`src/rtl/kbd_scancode_fifo.sv`:
```
// Receive FIFO for PS/2 scancode bytes, exposed on the CPU IOBUS as head/status/control words.
// Also raises a one-cycle interrupt pulse for every byte that is actually buffered.
module kbd_scancode_fifo #(
  parameter int unsigned DEPTH   = 16,
  parameter logic [31:0] DATA_AD = 32'h1100_0100,
  parameter logic [31:0] STAT_AD = 32'h1100_0104,
  parameter logic [31:0] CTRL_AD = 32'h1100_0108
) (
  input  logic        CLK,
  input  logic        RST,
  input  logic        SC_VALID,
  input  logic [7:0]  SC_DATA,
  input  logic [31:0] IOBUS_ADDR,
  input  logic [31:0] IOBUS_OUT,
  input  logic        IOBUS_WR,
  output logic [31:0] IOBUS_IN,
  output logic        INTR
);

  localparam int unsigned AW = $clog2(DEPTH);
  localparam logic [AW:0] FULL_CNT = DEPTH[AW:0];

  logic [7:0]    mem [DEPTH];
  logic [AW-1:0] rd_ptr;
  logic [AW-1:0] wr_ptr;
  logic [AW:0]   count;
  logic          ovf;
  logic          ie;

  logic ctrl_wr;
  logic flush;
  logic ovf_clr;
  logic empty;
  logic full;
  logic pop;
  logic push;
  logic drop;
  logic ctrl_unused;

  assign ctrl_wr     = IOBUS_WR && (IOBUS_ADDR == CTRL_AD);
  assign flush       = ctrl_wr && IOBUS_OUT[1];
  assign ovf_clr     = ctrl_wr && IOBUS_OUT[2];
  assign empty       = (count == '0);
  assign full        = (count == FULL_CNT);
  assign ctrl_unused = ^IOBUS_OUT[31:4];

  // Flush suppresses both sides; a pop frees a slot so a full FIFO still accepts the byte.
  assign pop  = ctrl_wr && IOBUS_OUT[0] && !empty && !flush;
  assign push = SC_VALID && !flush && (!full || pop);
  assign drop = SC_VALID && !flush && full && !pop;

  always_ff @(posedge CLK) begin
    if (RST) begin
      rd_ptr <= '0;
      wr_ptr <= '0;
      count  <= '0;
      ovf    <= 1'b0;
      ie     <= 1'b0;
      INTR   <= 1'b0;
    end else begin
      INTR <= push && ie;
      ovf  <= (ovf && !ovf_clr) || drop;
      if (ctrl_wr) begin
        ie <= IOBUS_OUT[3];
      end
      if (flush) begin
        rd_ptr <= '0;
        wr_ptr <= '0;
        count  <= '0;
      end else begin
        if (push) begin
          wr_ptr <= wr_ptr + 1'b1;
        end
        if (pop) begin
          rd_ptr <= rd_ptr + 1'b1;
        end
        if (push && !pop) begin
          count <= count + 1'b1;
        end else if (pop && !push) begin
          count <= count - 1'b1;
        end
      end
    end
  end

  always_ff @(posedge CLK) begin
    if (push) begin
      mem[wr_ptr] <= SC_DATA;
    end
  end

  always_comb begin
    IOBUS_IN = '0;
    if (IOBUS_ADDR == DATA_AD) begin
      if (!empty) begin
        IOBUS_IN = {24'b0, mem[rd_ptr]};
      end
    end else if (IOBUS_ADDR == STAT_AD) begin
      IOBUS_IN = {19'b0, 5'(count), 5'b0, ovf, full, !empty};
    end else if (IOBUS_ADDR == CTRL_AD) begin
      IOBUS_IN = {28'b0, ie, 3'b0};
    end
  end

endmodule

```
`config.mk`:
```
export PLATFORM = sky130hd
export DESIGN_NAME = kbd_scancode_fifo
export DESIGN_NICKNAME = d
export VERILOG_FILES = /design/src/rtl/kbd_scancode_fifo.sv
export SDC_FILE = /design/constraint.sdc
export NUM_CORES = 1
export LEC_CHECK = 0
export BUFFER_PORTS_ARGS = -buffer_cell sky130_fd_sc_hd__buf_2
export CORE_UTILIZATION = 50
export DETAILED_ROUTE_END_ITERATION = 8
export PLACE_DENSITY = 0.72
export RECOVER_POWER = 100
export SYNTH_ARGS = -nofsm -noshare
export SYNTH_HDL_FRONTEND = slang
export SYNTH_SLANG_ARGS = --single-unit
```
`constraint.sdc`:
```
create_clock -name CLK -period 3.7 [get_ports CLK]
set_input_delay 0.185 -clock CLK [delete_from_list [all_inputs] [get_ports CLK]]
set_output_delay 0.185 -clock CLK [all_outputs]
set_load 0.03 [all_outputs]
```
## Yosys cells after proc, flatten, opt, wreduce, memory -nomap -nowiden

Memory sizes are Yosys's and may differ from the RTL's. A register that Yosys moved wholly into a read port is not among the register bits.
Index checks and enable logic that the tools add are counted.

| word-level totals | value |
|---|---|
| flip-flop bits (word level) | 16 |
| RAM bits | 128 |
| bits of input ports | 76 |
| memories kept | 1 |

| cells by class | value |
|---|---|
| add/sub/neg operators | 4 |
| eq/ne operators | 4 |
| mux-type cells | 10 |
| reduce and logical (&&, ||, !) cells | 25 |

Memory list:

| name | depth | bits a word | read ports | clocked after Yosys merged registers in | write ports | RTL line | source |
|---|---|---|---|---|---|---|---|
| mem | 16 | 8 | 1 | 1 | 1 | 23 | `logic [7:0] mem [DEPTH];` |

Operator list:

| operator | count |
|---|---|
| == test 32 x 29 -> 1 bit (second input constant) | 3 |
| 2-to-1 mux 32 bit | 1 |
| logical AND 1 bit | 14 |
| 2-to-1 mux 13 bit | 1 |
| 2-to-1 mux 4 bit | 3 |
| 2-to-1 mux 5 bit | 2 |
| adder 4 x 1 -> 4 bit (second input constant) | 2 |
| 2-to-1 mux 8 bit | 1 |
| logical NOT 1 bit | 6 |
| adder 5 x 1 -> 5 bit (second input constant) | 1 |
| == test 5 bit (second input constant) | 1 |
| logical NOT 5 bit | 1 |
| subtractor 5 x 1 -> 5 bit (second input constant) | 1 |
| logical OR 1 bit | 2 |
| 2-to-1 mux 1 bit | 2 |
| nonzero test 2 bit | 1 |
| OR reduction 2 bit | 1 |

## Logic depth before layout (Yosys ltp)

| depth | value |
|---|---|
| depth after elaboration | 11 |
| depth in mapped cells | 14 |

## Worst setup path before layout

No wires, ideal clock.

| timing | value |
|---|---|
| path kind | input-to-reg |
| start | input port IOBUS_ADDR[7] |
| end | register count[4] |
| library setup time | 0.071 ns |
| arrival time | 3.214 ns |
| data required time | 3.629 ns |
| slack | 0.415 ns |
| stages on the path | 14 |
| path buffers | 2 |
| path through | nor4b_2 nand4_2 or4_1 buf_4 a21oi_4 buf_2 ha_1 inv_1 fa_1 a21o_1 a21oi_1 xnor2_1 or3_1 a21oi_1 |

| on the way | value |
|---|---|
| longest elaborated chain between the ends | 10 |

RTL lines:

| element | RTL line | source |
|---|---|---|
| start, declared | 13 | `input logic [31:0] IOBUS_ADDR,` |
| == test 32 x 29 -> 1 bit * | 40 | `assign ctrl_wr = IOBUS_WR && (IOBUS_ADDR == CTRL_AD);` |
| logical AND 1 bit * | 40 |  |
| logical AND 1 bit, on equally long branches | 48, 41 |  |
| logical AND 1 bit or logical NOT 1 bit (tied branches) | 48, 49 |  |
| logical AND 1 bit | 48 | `assign pop = ctrl_wr && IOBUS_OUT[0] && !empty && !flush;` |
| logical OR 1 bit | 49 | `assign push = SC_VALID && !flush && (!full \|\| pop);` |
| logical AND 1 bit * | 49 |  |
| named net push | 36 | `logic push;` |
| logical NOT 1 bit | 79 | `end else if (pop && !push) begin` |
| logical AND 1 bit | 79 |  |
| nonzero test 2 bit (no source line) | -- |  |
| end signal, assigned | 78 | `count <= count + 1'b1;` |
| end signal, assigned | 80 | `count <= count - 1'b1;` |
| end, declared | 26 | `logic [AW:0] count;` |

The timed path passes the listed nets; every way through them passes the cells marked *.
A chain may end at the register's enable or synchronous reset.

## Worst setup path after layout

| timing | value |
|---|---|
| start | register count[0] |
| end | memory mem[7][6], enable pin |

| on the way | value |
|---|---|
| longest elaborated chain between the ends | 8 |

RTL lines:

| element | RTL line | source |
|---|---|---|
| logical NOT 5 bit | 43 | `assign empty = (count == '0);` |
| logical NOT 1 bit | 48 |  |
| logical AND 1 bit (2 in series) | 48 |  |
| logical OR 1 bit * | 49 |  |
| logical AND 1 bit * | 49 |  |
| 2-to-1 mux 1 bit * | 87 | `if (push) begin` |
| 2-to-1 mux 1 bit (not written as such) * | 88 | `mem[wr_ptr] <= SC_DATA;` |
| end, declared | 23 |  |

Mark *: on every way between the ends. The rest lies on a longest branch, timed or not.

==> results.json <==
{
  "status": "complete, no violations",
  "cts_max_path_buffers": 2,
  "hold_ws_ns": 0.0640,
  "crit_cells": 6,
  "row_count": 40,
  "cts-root-buf": "clkbuf_16",
  "place_hpwl_um": 7800,
  "rsz0062_at_grt": "no",
  "cp.required_ns": 3.74,
  "rrSetupSlack_ns": 0.42,
  "critPathArrivalTime_ns": 3.32,
  "drtPass1Iterations": 4,
  "critPathSlowestCell": "and2_0",
  "stdcell_count": 621,
  "power_w": 0.00389,
  "io_buffers": 61,
  "insertion_delay_ns": 0.42,
  "viasPerCell": 5.55,
  "ys_seq_area_share_pct": 67.2,
  "setup-violations-final": 0,
  "wl_met2_um": 6660,
  "nets": 526,
  "hold_path.class": "input pin to flop",
  "ys_warn_count": 0,
  "cp-end-kind": "flop",
  "overflow": 0,
  "drt-total-wl_um": 12500,
  "ctsHoldBuffers": 2,
  "crit_buf_inv": 1,
  "cp_slowest_stage_delay_ns": 0.78,
  "wl_met3_um": 676,
  "crit_fanout": 9,
  "start_util_pct": 51.9,
  "antenna_found_initial": 0,
  "grt_max_degree": 29,
  "ys_ff_latch": 148,
  "h-tree-depth": 4,
  "cts_tree": "built",
  "ir_drop_uv": 380,
  "die-width_um": 114,
  "whs_endpoint": "ovf$_SDFF_PP0_",
  "cp_top_family": "simple AND/OR/NAND/NOR gates",
  "place_inst": 587,
  "crit_path_frequent_cell": "or4_1",
  "syn_area_per_cell_sq_um": 17.4,
  "p_leak_nw": 2.55,
  "wl_met1_um": 4900,
  "maxCapViolations": 0,
  "drive_above_1_share_pct": 28.0,
  "holdCritStartpoint": "IOBUS_OUT[2]",
  "clkSinkCount": 148,
  "path_cells": "or4_1 > o21ai_0 > or4_1 > clkbuf_1 > a211oi_1 > and2_0",
  "cts.clk_slew.worst_paths_ns": 0.06,
  "r2r_end": "mem[7][6]$_DFFE_PP_",
  "worstRegToRegCells": 6,
  "io_pins": 109,
  "period_share_pct": 88.6,
  "die_area_sq_um": 13100,
  "grt_pass1_wl_um": 18600,
  "grt_pass1_vias": 3439,
  "area_growth_pct": 15.8,
  "period_minus_slack_ns": 3.28,
  "post_drt_wl_per_cell_um": 20.1,
  "fin_ws_ns": 0.421,
  "tns_ns": 0,
  "drtIter0Drc": 178,
  "cts_setup_buffers": 0,
  "startpoint_type": "flop",
  "ys_types": 43,
  "path_class": "flop to flop",
  "finalHoldViolations": 0,
  "drc": 0,
  "synth_cells": 364,
  "diodes": 0,
  "layout_common_cells": "128 x edfxtp_1, 48 x buf_2, 39 x mux4_2",
  "gp_congestion": 0.775,
  "cts-resized-gates": 0,
  "fmax_mhz": 305,
  "power_density_nw_per_um2": 532,
  "holdPathStages": 3,
  "syn_area_sq_um": 6320,
  "cts_buffers": 17,
  "die_y_um": 114,
  "fillers": 921,
  "skew_ns": 0.00375,
  "final_common_cell": "edfxtp_1",
  "maxSlewViolCount": 0,
  "worstMarginPinSlew_ns": 0.939,
  "grt_use_total_pct": 20.8,
  "top_layer_used": "met4",
  "ant_nets": 0,
  "coreArea_sq_um": 12200,
  "num_vias": 3447,
  "dp_slack_ns": 0.291,
  "relSlewSlack_pct": 36.5,
  "reg2reg_from": "count[0]$_SDFFE_PP0P_"
}
==> flip-flops by register name, indices dropped and copies added (netlist names), named ones only <==
signal	flops
mem	128
count	5
rd_ptr	4
wr_ptr	4
INTR	1
ie	1
ovf	1
==> area by class of cell <==
type                            count  area (sq um)  share of cell area (%)
Tap cell                          168           210                    2.87
Clock buffer                       18           429                    5.87
Multi-Input combinational cell    189          1880                    25.8
Timing Repair Buffer               71           352                    4.81
Inverter                           13          48.8                   0.667
Sequential cell                   148          4250                    58.1
Clock inverter                     14           143                    1.95
==> stage by stage <==
| stage | instance area (sq um) | util, % |
|---|---|---|
| 6_report | 7310 | 60.1 |
| 5_1_grt | 7310 | 60.1 |
| 4_1_cts | 7360 | 60.5 |
| 3_5_place_dp | 6770 | 55.6 |
| 3_3_place_gp | 6770 | 55.6 |
| 2_1_floorplan | 6380 | - |
==> tightest hold or removal path, stage by stage <==
cell     delay, ns
buf_2         0.08
a21bo_2       0.11
a21oi_1       0.06
==> how the worst max path moves through the flow <==
stage                                startpoint                     to  slack (ns)
after floorplan                   IOBUS_ADDR[7]  count[4]$_SDFFE_PP0P_        0.41
after global placement            IOBUS_ADDR[7]  count[4]$_SDFFE_PP0P_        0.38
after detailed placement          IOBUS_ADDR[7]  count[4]$_SDFFE_PP0P_        0.29
after CTS                                  flop            IOBUS_IN[1]        0.57
after global routing                       flop            IOBUS_IN[1]        0.21
final                     count[0]$_SDFFE_PP0P_    mem[7][6]$_DFFE_PP_        0.42
==> report_power, final <==
part           leakage, nW  switching, W  total [W]  internal, W
Clock                0.285      0.000622    0.00166      0.00104
Sequential            1.32     0.0000384    0.00191      0.00187
Combinational        0.945      0.000187   0.000321     0.000134
Total                 2.55      0.000847    0.00389      0.00304
==> cells by family (layout without fill, tap and decap cells) <==
family / count (synthesis) / in the layout / synth area share (%)
flops: 148 / 148 / 67.2
simple gates: 82 / 82 / 7.80
mux: 49 / 49 / 15.6
buf+inv: 45 / 116 / 3.94
compound gates: 24 / 24 / 2.61
fa+ha+maj: 10 / 10 / 2.10
xor+xnor: 5 / 5 / 0.693
other cells: 1 / 19 / 0.0594
==> metal layers <==
metal | vias to the layer above | GRT usage (%)
met4 | 0 | 8.31
met5 | - | 0
met2 | 145 | 36.8
met3 | 23 | 5.98
li1 | 1542 | -
met1 | 1737 | 23.7
==> synth_stat cells (all sizes together) <==
library cell	count	area (sq um)
or3	3	18.8
or3b	1	8.76
nand2b	1	6.26
or4	2	15.0
and2	10	62.6
inv	13	48.8
dfxtp	20	400
a21oi	9	56.3
nor2b	5	31.3
nand3	4	20.0
a21o	2	15.0
nand2	4	15.0
and3	14	87.6
mux4	39	878
o21ai	6	30.0
xor2	2	17.5
conb	1	3.75
buf	28	185
nor3	2	10.0
nand4	3	25.0
o2111a	1	11.3
a211oi	2	20.0
xnor2	3	26.3
mux2i	5	50.1
ha	9	113
clkbuf	4	15.0
o21bai	1	7.51
fa	1	20.0
nor4	5	43.8
a21bo	1	10.0
mux2	5	56.3
o31ai	2	15.0
edfxtp	128	3840
nor4b	5	62.6
nor2	23	86.3
Note: power is estimated with default switching activity, not from simulation.
